[config.mk]
export PLATFORM = sky130hd
export DESIGN_NAME = pmem_arbiter
export DESIGN_NICKNAME = d
export VERILOG_FILES = /design/src/rtl/pmem_arbiter.sv
export SDC_FILE = /design/constraint.sdc
export NUM_CORES = 1
export LEC_CHECK = 0
export ABC_CLOCK_PERIOD_IN_PS = 2150
export CAP_MARGIN = 0
export CORE_AREA = 2 2 175 177
export CTS_CLUSTER_SIZE = 12
export DETAILED_ROUTE_END_ITERATION = 12
export DIE_AREA = 0 0 177 179
export GPL_ROUTABILITY_DRIVEN = 0
export PLACE_DENSITY = 0.36
export SLEW_MARGIN = 20
export SYNTH_ARGS = -nofsm -noshare
export SYNTH_HDL_FRONTEND = slang
export SYNTH_SLANG_ARGS = --single-unit
[constraint.sdc]
create_clock -name clk -period 2.15 [get_ports clk]
set_clock_uncertainty 0.2 [all_clocks]
set_input_delay 0.43 -clock clk [delete_from_list [all_inputs] [get_ports clk]]
set_output_delay 0.43 -clock clk [all_outputs]
set_load 0.02 [all_outputs]
[src/rtl/pmem_arbiter.sv]
// Arbiter between the I-cache and D-cache for the single physical-memory port.
// A grant lasts one full pmem transaction. Defining ARB_RR_EN enables round-robin
// arbitration on contention. The default build gives the D-cache fixed priority.
module pmem_arbiter #(
  parameter int unsigned ADDR_W = 16,
  parameter int unsigned LINE_W = 128
) (
  input  logic              clk,
  input  logic              rst,
  input  logic              i_pmem_read,
  input  logic              i_pmem_write,
  input  logic [ADDR_W-1:0] i_pmem_address,
  input  logic [LINE_W-1:0] i_pmem_wdata,
  output logic              i_pmem_resp,
  input  logic              d_pmem_read,
  input  logic              d_pmem_write,
  input  logic [ADDR_W-1:0] d_pmem_address,
  input  logic [LINE_W-1:0] d_pmem_wdata,
  output logic              d_pmem_resp,
  output logic              pmem_read,
  output logic              pmem_write,
  output logic [ADDR_W-1:0] pmem_address,
  output logic [LINE_W-1:0] pmem_wdata,
  input  logic              pmem_resp,
  output logic              arb_sel,
  output logic              arb_busy
);

  typedef enum logic [1:0] {
    IDLE    = 2'd0,
    SERVE_I = 2'd1,
    SERVE_D = 2'd2,
    RELEASE = 2'd3
  } state_e;

  state_e state_q, state_d;
  logic   sel_q, sel_d;
  logic   req_i, req_d;
  logic   grant_d;
  logic   serve_i, serve_d;

  assign req_i = i_pmem_read | i_pmem_write;
  assign req_d = d_pmem_read | d_pmem_write;

`ifdef ARB_RR_EN
  // last_served_q: 1 = D-cache completed the most recent transaction.
  logic last_served_q, last_served_d;

  assign grant_d = req_d & (~req_i | ~last_served_q);
`else
  assign grant_d = req_d;
`endif

  // Next-state logic.
  always_comb begin
    state_d = state_q;
    sel_d   = sel_q;
`ifdef ARB_RR_EN
    last_served_d = last_served_q;
`endif
    unique case (state_q)
      IDLE: begin
        if (grant_d) begin
          state_d = SERVE_D;
          sel_d   = 1'b1;
        end else if (req_i) begin
          state_d = SERVE_I;
          sel_d   = 1'b0;
        end
      end
      SERVE_I: begin
        if (pmem_resp) begin
          state_d = RELEASE;
`ifdef ARB_RR_EN
          last_served_d = 1'b0;
`endif
        end else if (!req_i) begin
          state_d = RELEASE;
        end
      end
      SERVE_D: begin
        if (pmem_resp) begin
          state_d = RELEASE;
`ifdef ARB_RR_EN
          last_served_d = 1'b1;
`endif
        end else if (!req_d) begin
          state_d = RELEASE;
        end
      end
      RELEASE: state_d = IDLE;
      default: state_d = IDLE;
    endcase
  end

  always_ff @(posedge clk or posedge rst) begin
    if (rst) begin
      state_q <= IDLE;
      sel_q   <= 1'b0;
`ifdef ARB_RR_EN
      last_served_q <= 1'b0;
`endif
    end else begin
      state_q <= state_d;
      sel_q   <= sel_d;
`ifdef ARB_RR_EN
      last_served_q <= last_served_d;
`endif
    end
  end

  assign serve_i = (state_q == SERVE_I);
  assign serve_d = (state_q == SERVE_D);

  // Port routing: the granted side is mirrored, everything is zero outside SERVE states.
  always_comb begin
    pmem_read    = 1'b0;
    pmem_write   = 1'b0;
    pmem_address = '0;
    pmem_wdata   = '0;
    if (serve_d) begin
      pmem_read    = d_pmem_read;
      pmem_write   = d_pmem_write;
      pmem_address = d_pmem_address;
      pmem_wdata   = d_pmem_wdata;
    end else if (serve_i) begin
      pmem_read    = i_pmem_read;
      pmem_write   = i_pmem_write;
      pmem_address = i_pmem_address;
      pmem_wdata   = i_pmem_wdata;
    end
  end

  assign i_pmem_resp = serve_i & pmem_resp;
  assign d_pmem_resp = serve_d & pmem_resp;
  assign arb_busy    = serve_i | serve_d;
  assign arb_sel     = sel_q;

  a_sel_d : assert property (@(posedge clk) disable iff (rst) serve_d |-> sel_q);
  a_sel_i : assert property (@(posedge clk) disable iff (rst) serve_i |-> !sel_q);
  a_one_resp : assert property (@(posedge clk) disable iff (rst) !(i_pmem_resp && d_pmem_resp));

endmodule
## Yosys cells after proc, flatten, opt, wreduce, memory -nomap -nowiden

Index checks and enable logic that the tools add are counted.

- Add/subtract/negate cells: 0
- Multipliers: 0
- Div/mod/pow operators: 0
- Magnitude comparators: 0
- Equal/unequal tests: 6
- Shift operators: 0
- Muxes and demuxes: 17
- Bitwise gates (word level): 5
- Reduce and logical (&&, ||, !) cells: 4

Operator list:

| kind | count |
|---|---|
| $mux 128 | 2 |
| $mux 16 | 2 |
| $mux 2 | 6 |
| $ne 3x3->1 const B | 3 |
| $pmux 2 s4 | 1 |
| $mux 1 | 6 |
| $eq 2x2->1 const B | 2 |
| $or 1x1->1 | 3 |
| $reduce_and 3->1 | 1 |
| $and 1x1->1 | 2 |
| $eq 2x1->1 const B | 1 |
| $logic_not 2->1 | 1 |
| $reduce_and 2->1 | 1 |
| $reduce_bool 2->1 | 1 |

- Register bits after elaboration: 3
- Bits in latches: 0
- Memory bits (writable): 0
- Memory bits (read-only): 0
- Input bits: 295
- Output and inout port bits: 150
- Word-level logic and storage cells: 34
- Memories: 0

## Longest topological paths before layout

Gate-level depths: netlist of the first run.

- Word-level depth: 4
- Gate-level depth with buffers: 7

## Worst setup path after synthesis of the first run

OpenSTA, ideal clock, no wires.

- Path kind: flip-flop to output port
- Start point: register state_q[1]
- End point: output port pmem_address[0]
- Data arrival time: 1.664 ns
- Data required time: 1.520 ns
- Setup slack: -0.144 ns
- Cell stages (with the launch flop): 8
- Cells stage by stage: dfrtp_1 -> inv_1 -> ha_1 -> buf_2 -> buf_2 -> buf_2 -> nand2_1 -> o21ai_0

- Longest elaborated chain between the ends: 3
- Elaborated cells between the ends (all ways): 4

Ends and longest elaborated chain:

| element | RTL line | RTL |
|---|---|---|
| from (decl) | 36 | `state_e state_q, state_d;` |
| from (signal assigned) | 104 | `state_q <= state_d;` |
| $eq 2x1->1 | 112 | `assign serve_i = (state_q == SERVE_I);` |
| $mux 16 | 126 | `end else if (serve_i) begin` |
| $mux 16 (*) | 121 | `if (serve_d) begin` |
| to (decl) | 22 | `output logic [ADDR_W-1:0] pmem_address,` |

Mark *: on every way between the ends. The rest lies on a longest branch, timed or not.

## Worst setup path after layout of the first run

- Start point: register state_q[1]
- End point: output port pmem_wdata[7]

- Longest elaborated chain between the ends: 3
- Elaborated cells between the ends (all ways): 4

Ends and longest elaborated chain:

| element | RTL line | RTL |
|---|---|---|
| $eq 2x1->1 | 112 |  |
| $mux 128 | 126 |  |
| $mux 128 (*) | 121 |  |
| to (decl) | 23 | `output logic [LINE_W-1:0] pmem_wdata,` |

Marks and branches as above.

==> metrics, run 1 <==
DR pass1 iterations 5; Synth area leader nand2_1; CP Capture Type primary output; # port buffers 444; first-pass GRT wire length 30.73 mm; clock sink count 3; non-filler cells, final 1432; crit path time final 2359 ps; metal2 WL 13.52 mm; Cell variety after synth 17; Tot GR Track Use 0.1284; Synth top area share 0.4755; worst path bufs/invs 6; clk buf depth 2; # Max-Cap Violations 0; sequential share of the synthesized area 0.03302; Skew-Pair Late Insertion Delay 230 ps; Worst path most repeated cell buf_6; pre-CTS WS -442.3 ps; initial drt markers 99; Starting Density 0.07571; ratio of cells with drive above 1 in the final layout 0.4749; Final WS setup -209.3 ps; Core Rows 64; CP Max Fanout 6; Core Footprint 30030 um2; Post-Syn Area 2273 um2; status complete, but fails checks; Hold Path Class input pin to asynchronous set/reset pin; P&R area growth vs syn 348.5%; Net Count, Synth 806; critical path launch point state_q[1]; pwr/cell area 1416 nW/um2; Slew @ Worst Pin 221.0 ps; largest stage delay on the critical path 410 ps; kind of critical path flop to primary output; CTS Buf Count 3; Peak VDD IR 0.6885 mV; Final ANT Viol Nets 0; Pwr Total 0.01444 W; top post-synthesis cells by area nand2_1 (48%), o21ai_0 (32%), clkbuf_1 (4.6%); Reg2Reg Launch Point state_q[0]; die area 31680 um2; vias in the first global route 5132; Leakage 4.368 nW; Final nets 1336; setup_tns -17680 ps; commonest non-fill, non-tap cell in the layout clkdlybuf4s50_1; top sig layer met5; CTS HTree Levels 1; Via density 3.809; failing checks negative setup slack; root buffer cell clkbuf_16; WP data required 1520 ps; startpoint type of the worst setup path flop; Die Y-Extent 179 um; Met3 Wirelength 2.075 mm; average size of a mapped cell 4.484 um2; Fin. Hold Viols 0; clock transition at the registers of the reported paths 30 ps; Avg WL per Cell 17.24 um; Syn. warnings 0; synthesis-stage register bit count 3; hold_buf cts 0; die width 177 um; fin. max-slew vios 0; commonest cells after routing, fill and taps aside clkdlybuf4s50_1 (295), nand2_1 (182), buf_6 (124); wl on met1 8.968 mm; DR vias 5454; n_diodes 0; DR DRC count 0; design area 10200 um2; dpl cells 1355; fin crit share 1.097; crit path cell chain inv_2 > ha_4 > buf_6 > buf_6 > buf_8 > buf_16 > nand2_2 > o21ai_2 > buf_6; total routed wirelength 24.69 mm; Gate Count Post-Synth 507; # setup viols final 149; total gr overflow 0; setup repair after global routing missed its margin true; HPWL after detailed placement 16.61 mm; Slew headroom 0.8522; critical path's slowest cell dfrtp_1; delay-heaviest family, CP buffers and inverters; Max Freq 423.9 MHz; largest net degree at the start of global routing 21; CTS tree yes; area of placed instances 7599 um2; WP data arrival 1730 ps; num ports 445; initial antenna violation count 1
[worst paths after layout]
path	depth (start not counted)	end	slack, ps
max	9	pmem_wdata[7]	-210
min in group clk	2	arb_sel	270
max in group asynchronous	2	state_q[1]	1420
min reg2reg	2	arb_sel	270
min	2	arb_sel	180
max reg2reg	9	state_q[1]	-180
[per-stage QoR]
step	hold WS [ps]	utilization
after floorplan	-16.36	-
after global routing	198.5	0.3396
after CTS	184.9	0.2850
after detailed placement	275.7	0.2530
final	178.4	0.3396
after global placement	263.7	0.2530
[synth_stat cells, drive strengths merged]
master / instances
a22o: 3
inv: 3
a311o: 1
nor3b: 2
a21oi: 1
nor2b: 1
ha: 4
and2: 2
buf: 20
nor2: 3
clkbuf: 28
mux2i: 2
mux2: 1
o21ai: 145
nand2: 288
dfrtp: 3
[final cells by class]
class | count | area (um2)
Clock buffer | 4 | 78.83
Multi-Input combinational cell | 453 | 3068
Fill cell | 3153 | 19830
Tap cell | 396 | 495.5
Sequential cell | 3 | 75.07
Timing Repair Buffer | 573 | 6469
Inverter | 3 | 11.26
[routing by layer]
| metal | global-route usage | vias to the layer above |
|---|---|---|
| li1 | - | 2716 |
| met1 | 0.1366 | 2456 |
| met2 | 0.2575 | 271 |
| met3 | 0.03393 | 9 |
| met4 | 0.01343 | 2 |
| met5 | 0 | - |
[state kept, by name, summed over array words and instances, names as in the netlist]
signal,cells
state_q,2
arb_sel,1
[what timing repair did]
item,4_1_cts,5_1_grt
pin swaps,15,78
resized for setup,832,391
endpoints found under the hold margin,0,0
setup endpoints to repair,149,151
gates cloned,16,16
buffers inserted,27,26
[worst reg2reg max path, stage by stage (launching register included)]
cell and delay [ps]:
dfrtp_1 390, buf_6 130, ha_4 180, buf_12 130, buf_12 130, buf_16 150, buf_6 120, nor3b_1 130
a311o_2 340, mux2_4 310
[power by group]
part / switching [W] / total [W] / leakage, nW / internal, W
clock network: 0.0000602 / 0.000306 / 0.0382 / 0.000246
registers: 0.0000265 / 0.000115 / 0.0346 / 0.0000887
logic: 0.00679 / 0.0140 / 4.29 / 0.00723
[kinds of logic after synthesis]
logic type,Yosys count,synth area share
DFF,3,0.03302
AOI/OAI and AO/OA,150,0.3379
buffers and inverters,51,0.09521
muxes,3,0.01541
and+or+nand+nor,296,0.4964
adders and majority gates,4,0.02202
Power figures use the tool's default switching activity.
==> run 2, diff against run 1 <==
==> config.mk (replaced) <==
export PLATFORM = sky130hd
export DESIGN_NAME = pmem_arbiter
export DESIGN_NICKNAME = d
export VERILOG_FILES = /design/src/rtl/pmem_arbiter.sv
export SDC_FILE = /design/constraint.sdc
export NUM_CORES = 1
export LEC_CHECK = 0
export ABC_CLOCK_PERIOD_IN_PS = 2100
export CAP_MARGIN = 0
export CORE_AREA = 2 2 173 175
export CTS_CLUSTER_SIZE = 12
export DETAILED_ROUTE_END_ITERATION = 12
export DIE_AREA = 0 0 175 177
export GPL_ROUTABILITY_DRIVEN = 0
export PLACE_DENSITY_LB_ADDON = 0.3
export REMOVE_ABC_BUFFERS = 1
export SLEW_MARGIN = 20
export SYNTH_ARGS = -nofsm -noshare
export SYNTH_HDL_FRONTEND = slang
export SYNTH_SLANG_ARGS = --single-unit
==> constraint.sdc (replaced) <==
create_clock -name clk -period 2.1 [get_ports clk]
set_clock_uncertainty 0.2 [all_clocks]
set_input_delay 0.42 -clock clk [delete_from_list [all_inputs] [get_ports clk]]
set_output_delay 0.42 -clock clk [all_outputs]
set_load 0.02 [all_outputs]
==> run 2 against run 1 <==
Net effect:
- the flow still finishes with violations (negative setup slack)
- global-route usage decreased by 3.0 points
- register-to-register slack better by 190 ps
- setup slack worse by 47 ps
- sequential cell count unchanged
- cell area fell by 20%
- utilization decreased by 6.1 points
- sequential share of layout area is 0.19 points higher
- via count shrank 7.2%
- worst hold slack got worse by 7.1 ps
- highest routed layer is now met4
- critical endpoint is now pmem_wdata[97]
- cell count is 3.5% lower
- first-iteration DRC count increased by 9.1%
- count of clock-buffer cells in the layout unchanged
==> metrics, run 2 (synthesis results as in run 1) <==
Core Footprint 29240 um2; r2r setup slk 10 ps; largest net degree at the start of global routing 39; DR vias 5060; n_diodes 0; number of cells on the worst reg-to-reg path 6; commonest cells after routing, fill and taps aside clkdlybuf4s50_1 (295), nand2_1 (271), buf_4 (119); initial antenna violation count 0; crit path cell chain inv_2 > ha_4 > buf_12 > buf_12 > buf_12 > buf_12 > nand2_4 > o21ai_2 > buf_6; initial drt markers 108; root buffer cell clkbuf_16; CP Capture Type primary output; Skew-Pair Late Insertion Delay 220 ps; Final ANT Viol Nets 0; commonest non-fill, non-tap cell in the layout clkdlybuf4s50_1; total gr overflow 0; clock group share of total power 0.028; Hold Path Class input pin to asynchronous set/reset pin; Comb pwr share 0.960; # setup viols final 147; CP Max Fanout 6; first-pass GRT wire length 24.62 mm; hold_buf cts 0; clk buf depth 2; fin. max-slew vios 0; clock transition at the registers of the reported paths 30 ps; Post-Route Utilization 0.2785; vias in the first global route 4669; DR pass1 iterations 5; kind of critical path flop to primary output; pwr/cell area 1303 nW/um2; fin crit share 1.122; Via density 3.661; Worst path most repeated cell buf_12; crit path time final 2356 ps; total routed wirelength 18.75 mm; CTS tree yes; P&R area growth vs syn 258.2%; Final WS setup -256.2 ps; Final nets 1292; die width 175 um; # Max-Cap Violations 0; setup repair after global routing missed its margin true; DR DRC count 0; WP data arrival 1740 ps; Sequential Power Share 0.012; status complete, but fails checks; # port buffers 444; Starting Density 0.07774; critical path's slowest cell dfrtp_1; CTS HTree Levels 1; failing checks negative setup slack; WP data required 1480 ps; Largest Register state_q; Avg WL per Cell 13.57 um; startpoint type of the worst setup path flop; HPWL after detailed placement 14.10 mm; pre-CTS WS -529.6 ps; die area 30980 um2; Pwr Total 0.01061 W; net load switching power 0.005407 W; Leakage 3.411 nW; Fin. Hold Viols 0; Largest register FFs 2; Int Power 0.005207 W; FF-to-FF End state_q[1]; Slew @ Worst Pin 240.9 ps; num ports 445; Slew headroom 0.8400; Tot GR Track Use 0.09802; CTS Buf Count 3; Core Rows 63; Peak VDD IR 0.7184 mV; Max Freq 424.4 MHz; ratio of cells with drive above 1 in the final layout 0.2994; Die Y-Extent 177 um; largest stage delay on the critical path 420 ps; Switching Share 0.5095; clock sink count 3; Reg2Reg Launch Point state_q[1]
-- run 2: power groups by stage --
stage / Clock (W) / Combinational [W] / Sequential, W
global route: 0.000313 / 0.0109 / 0.000130
floorplan: 0 / 0.00274 / 0.000118
global placement: 0 / 0.00881 / 0.000119
CTS: 0.000303 / 0.00815 / 0.000123
finish: 0.000301 / 0.0102 / 0.000123
detailed placement: 0 / 0.00876 / 0.000120
-- run 2: per-layer routing --
| layer | vias up | share of wire | GRT usage |
|---|---|---|---|
| li1 | 2614 | - | - |
| met3 | 6 | 0.082 | 0.02212 |
| met1 | 2195 | 0.39 | 0.1147 |
| met4 | 0 | 0.0022 | 0.006944 |
| met2 | 245 | 0.52 | 0.1882 |
| met5 | - | 0 | 0 |
-- run 2: metrics by stage --
step                      TNS (ps)  std cells  cell area [um2]  hold slack [ps]
after global placement      -55180       1346             7574            337.7
after CTS                   -23380       1353             7322            179.0
after detailed placement    -56420       1346             7574            347.9
after floorplan            -681570        459             2068           -26.36
after global routing        -30710       1382             8144            198.5
final                       -18610       1382             8144            171.3
-- run 2: what timing repair did --
action / CTS / global route
endpoints found under the setup margin: 150 / 151
gates cloned: 1 / 9
pin swaps: 0 / 10
buffers inserted: 2 / 22
resized for setup: 697 / 392
-- run 2: cell type report --
class,instances,area (um2)
clock buffer,4,78.83
fill,3244,21100
inverter,3,11.26
multi-input combinational,453,2225
sequential,3,75.07
tap,390,488.0
timing repair buffer,529,5266
-- run 2: how the worst max path moves through the flow --
| stage | startpoint | to | slack [ps] |
|---|---|---|---|
| CTS | state_q[1] | pmem_wdata[118] | -260 |
| global route | state_q[1] | pmem_wdata[97] | -320 |
| floorplan | state_q[0] | pmem_address[0] | -4590 |
| global placement | state_q[1] | pmem_wdata[83] | -480 |
| detailed placement | state_q[1] | pmem_wdata[83] | -530 |
| finish | state_q[1] | pmem_wdata[97] | -260 |
-- run 2: worst max-delay path, delay by kind of cell (launching register included) --
kind,cells,cell delay (ps)
compound gates,1,160
flops,1,420
buf+inv,6,710
simple gates,1,40
fa+ha+maj,1,190
==> variant 1 (flow settings as in run 1) <==
Set the parameter `ADDR_W` to 14 (it was 16).
--- a/src/rtl/pmem_arbiter.sv
+++ b/src/rtl/pmem_arbiter.sv
@@ -3,5 +3,5 @@
 // arbitration on contention. The default build gives the D-cache fixed priority.
 module pmem_arbiter #(
-  parameter int unsigned ADDR_W = 16,
+  parameter int unsigned ADDR_W = 14,
   parameter int unsigned LINE_W = 128
 ) (
Interface: changed (resized d_pmem_address, i_pmem_address and pmem_address); port bits go from 445 to 439. No check against the original RTL was run, so the function may have changed too.
==> variant 1 against run 1 <==
The run still ends with negative setup slack left; sequential cell count unchanged; area after synthesis shrank 1.3%; power shrank 19%; clock power shrank 4%; design area decreased by 14%; routed wire length decreased by 16%; critical endpoint is now pmem_wdata[85]; die area unchanged; register-to-register slack improved by 0.20 ns; setup slack improved by 0.075 ns.
==> variant 1: results <==
{
  "pwr-share-comb_pct": 96.5,
  "synth_cells": 501,
  "arrival_ns": 1.65,
  "placed_cells": 1347,
  "path_max_fanout": 7,
  "antenna_found_initial": 0,
  "setup_viol": 144,
  "setup.worst_path.end": "pmem_wdata[85]",
  "tightest_slew_ns": 0.2377,
  "finalSetupTns_ns": -9.435,
  "violations": "negative setup slack",
  "yosysSeqAreaShare_pct": 3.344,
  "drt_pass1_iterations": 4,
  "finalWirelength_um": 20840,
  "synth_top_area_share_pct": 47.49,
  "p_int_mw": 5.958,
  "r2r_cells": 7,
  "switching_share_pct": 49.05,
  "worst_slack_ns": -0.1341,
  "cp-startpoint": "state_q[0]",
  "drt_first_iter_violations": 119,
  "drive_above_1_share_pct": 38.60,
  "dp_hpwl_um": 16060,
  "yosys-top-cells-area": "nand2_1, o21ai_0, clkbuf_1, dfrtp_1, buf_2",
  "largest-register": "state_q",
  "clkPwrFrac_pct": 2.5,
  "place_ws_ns": -0.4999,
  "ir_drop_v": 0.0005935,
  "antenna_cells": 0,
  "grt_pass1_vias": 4536,
  "power_leakage_nw": 3.630,
  "syn-num-nets": 796,
  "grt_first_pass_wirelength_um": 26430,
  "status": "finished with violations",
  "grt_usage_pct": 10.60,
  "grt_max_degree": 23
}
-- variant 1: cell count changes in the layout (fill, tap and decap cells not counted), sizes merged --
| cell | run 1 | this run |
|---|---|---|
| clkbuf | 20 | 18 |
| o21ai | 145 | 143 |
| clkdlybuf4s50 | 295 | 291 |
| buf | 262 | 225 |
| nand2 | 288 | 284 |
-- variant 1: critical path, delay by kind of cell, from the launching register on --
| kind | cells | cell delay, ns |
|---|---|---|
| buf+inv | 5 | 0.65 |
| flops | 1 | 0.38 |
| fa+ha+maj | 1 | 0.27 |
| compound gates | 1 | 0.06 |
| simple gates | 1 | 0.04 |
-- variant 1: final cells by class --
| type | instances | area (µm²) |
|---|---|---|
| flip-flops and latches | 3 | 76.32 |
| well taps | 396 | 495.5 |
| fillers | 3295 | 21290 |
| inverters | 3 | 11.26 |
| multi-input cells | 447 | 2496 |
| repair buffers | 530 | 5584 |
| clock buffers | 4 | 78.83 |
-- variant 1: routing by layer --
layer	up-vias	global-route usage (%)	wire length [µm]
li1	2608	-	-
met4	0	0.8264	87
met2	195	19.93	11290
met5	-	0	0
met1	2206	12.69	8006
met3	6	2.332	1453
-- variant 1: cell families (layout without fill, tap and decap cells) --
logic type                 after synthesis  after routing  share of synthesized area (%)
buffers and inverters                   51            537                          9.532
adders and majority gates                4              4                          2.230
and+or+nand+nor                        292            292                          49.61
muxes                                    3              3                          1.561
DFF                                      3              3                          3.344
AOI/OAI and AO/OA                      148            148                          33.72
-- variant 1: repair_timing --
action,CTS,global route
hold buffers,0,0
cloned,2,14
setup endpoints to repair,147,149
resized for setup,761,269
setup buffers,13,8
pin swaps,4,9
==> variant 2 (settings of run 1) <==
Made on the original files. Re-encode `state_e` (4 states) as one-hot, 4 bits wide.
--- a/src/rtl/pmem_arbiter.sv
+++ b/src/rtl/pmem_arbiter.sv
@@ -27,9 +27,9 @@
 );
 
-  typedef enum logic [1:0] {
-    IDLE    = 2'd0,
-    SERVE_I = 2'd1,
-    SERVE_D = 2'd2,
-    RELEASE = 2'd3
+  typedef enum logic [3:0] {
+    IDLE    = 4'b0001,
+    SERVE_I = 4'b0010,
+    SERVE_D = 4'b0100,
+    RELEASE = 4'b1000
   } state_e;
 
Formal check against the unedited RTL: no difference found for any inputs over 4 cycles, from zero or initial values and one cycle with rst high; so few cycles prove little.
==> variant 2 against run 1 <==
The run still ends with negative setup slack left; area after synthesis is 24% lower; routed wire length is 13% lower; sequential cell count grew 2; setup slack worse by 0.089 ns; synthesized cell count is 60% lower; design area decreased by 24%.
Power is not compared: it rests on default switching activity, and its combinational part moved more than twofold at a synthesized area within 25%.
==> variant 2: results <==
{
  "status": "finished with violations",
  "violations": "negative setup slack",
  "ys_top_cells_by_count": "a22o_1, buf_2, dfrtp_1",
  "ys_types": 19,
  "crit_slowest_cell": "dfrtp_2",
  "syn-num-nets": 499,
  "met3_usage_pct": 2.460,
  "antenna_found_initial": 0,
  "drt-wirelength-per-cell_um": 19.62,
  "yosysSeqAreaShare_pct": 7.335,
  "grtUsageMet2_pct": 21.42,
  "synth_top_area_share_pct": 74.22,
  "buffer_area_share_pct": 71.01,
  "layout.non_clock_inverters": 1,
  "n_all_buffers": 518,
  "synth_area_per_cell_um2": 8.446,
  "worst_slack_ns": -0.2979,
  "arrival_ns": 1.82,
  "drt_first_iter_violations": 94,
  "synth_cells": 204,
  "largest_reg_flops": 4,
  "place_area_um2": 6863,
  "placed_cells": 1041,
  "grt_pass1_vias": 4222,
  "register_area_um2": 127.6,
  "reg2reg_from": "state_q[3]",
  "clockNetworkAreaShare_pct": 1.014,
  "final_nets": 989,
  "dp_hpwl_um": 16370,
  "setup_viol": 149,
  "final_util_pct": 25.88,
  "grt_max_degree": 39,
  "grtUsageMet1_pct": 13.11,
  "drt_pass1_iterations": 4,
  "multi_input_gates": 165,
  "ys_ff_latch": 5
}
[variant 2: changes by cell type in the layout (fill, tap and decap cells not counted), moves of 9 or more]
cell	run 1	this run
o21ai_4	22	0
buf_6	124	110
a22o_4	0	11
nand2_4	52	0
clkbuf_16	18	9
buf_12	29	14
a22o_1	3	135
nand2_2	54	0
nand2_1	182	1
buf_8	16	5
o21ai_1	47	2
o21ai_2	74	0
[variant 2: metrics by stage]
stage | setup WS (ns) | setup TNS [ns] | hold WS, ns
6_report | -0.2979 | -33.93 | 0.1978
5_1_grt | -0.3764 | -45.76 | 0.2349
4_1_cts | -0.3454 | -33.10 | 0.2026
3_5_place_dp | -0.5790 | -66.68 | 0.3074
3_3_place_gp | -0.5330 | -60.19 | 0.2969
2_1_floorplan | 0.1074 | 0 | 0.007795
[variant 2: path summary, 6_finish.rpt]
check	endpoint	slack, ns	depth (start not counted)
worst max-delay path	pmem_wdata[63]	-0.30	7
worst min-delay path	arb_sel	0.20	2
max in group asynchronous	state_q[0]	1.32	2
min in group clk	arb_sel	0.33	2
worst min register to register	arb_sel	0.33	2
worst max register to register	state_q[3]	0.23	5
[variant 2: timing repair]
item / in CTS / in global routing
endpoints found under the setup margin: 149 / 149
gates resized for setup: 702 / 84
cloned: 6 / 10
pin swaps: 10 / 36
setup buffers: 16 / 14
[variant 2: metal layers]
metal,wire [µm],part of all wire [%]
met2,11260,53
met1,8229,39
met5,0,0
met3,1671,7.8
met4,207,0.97
[variant 2: logic make-up (layout without fill, tap and decap cells)]
logic type | Yosys count | in the layout | share of synthesized area [%]
AO/OA/AOI/OAI | 151 | 151 | 76.25
buffers and inverters | 34 | 523 | 9.586
flip-flops | 5 | 5 | 7.335
multiplexers | 1 | 1 | 0.5810
AND/OR/NAND/NOR | 13 | 13 | 6.245
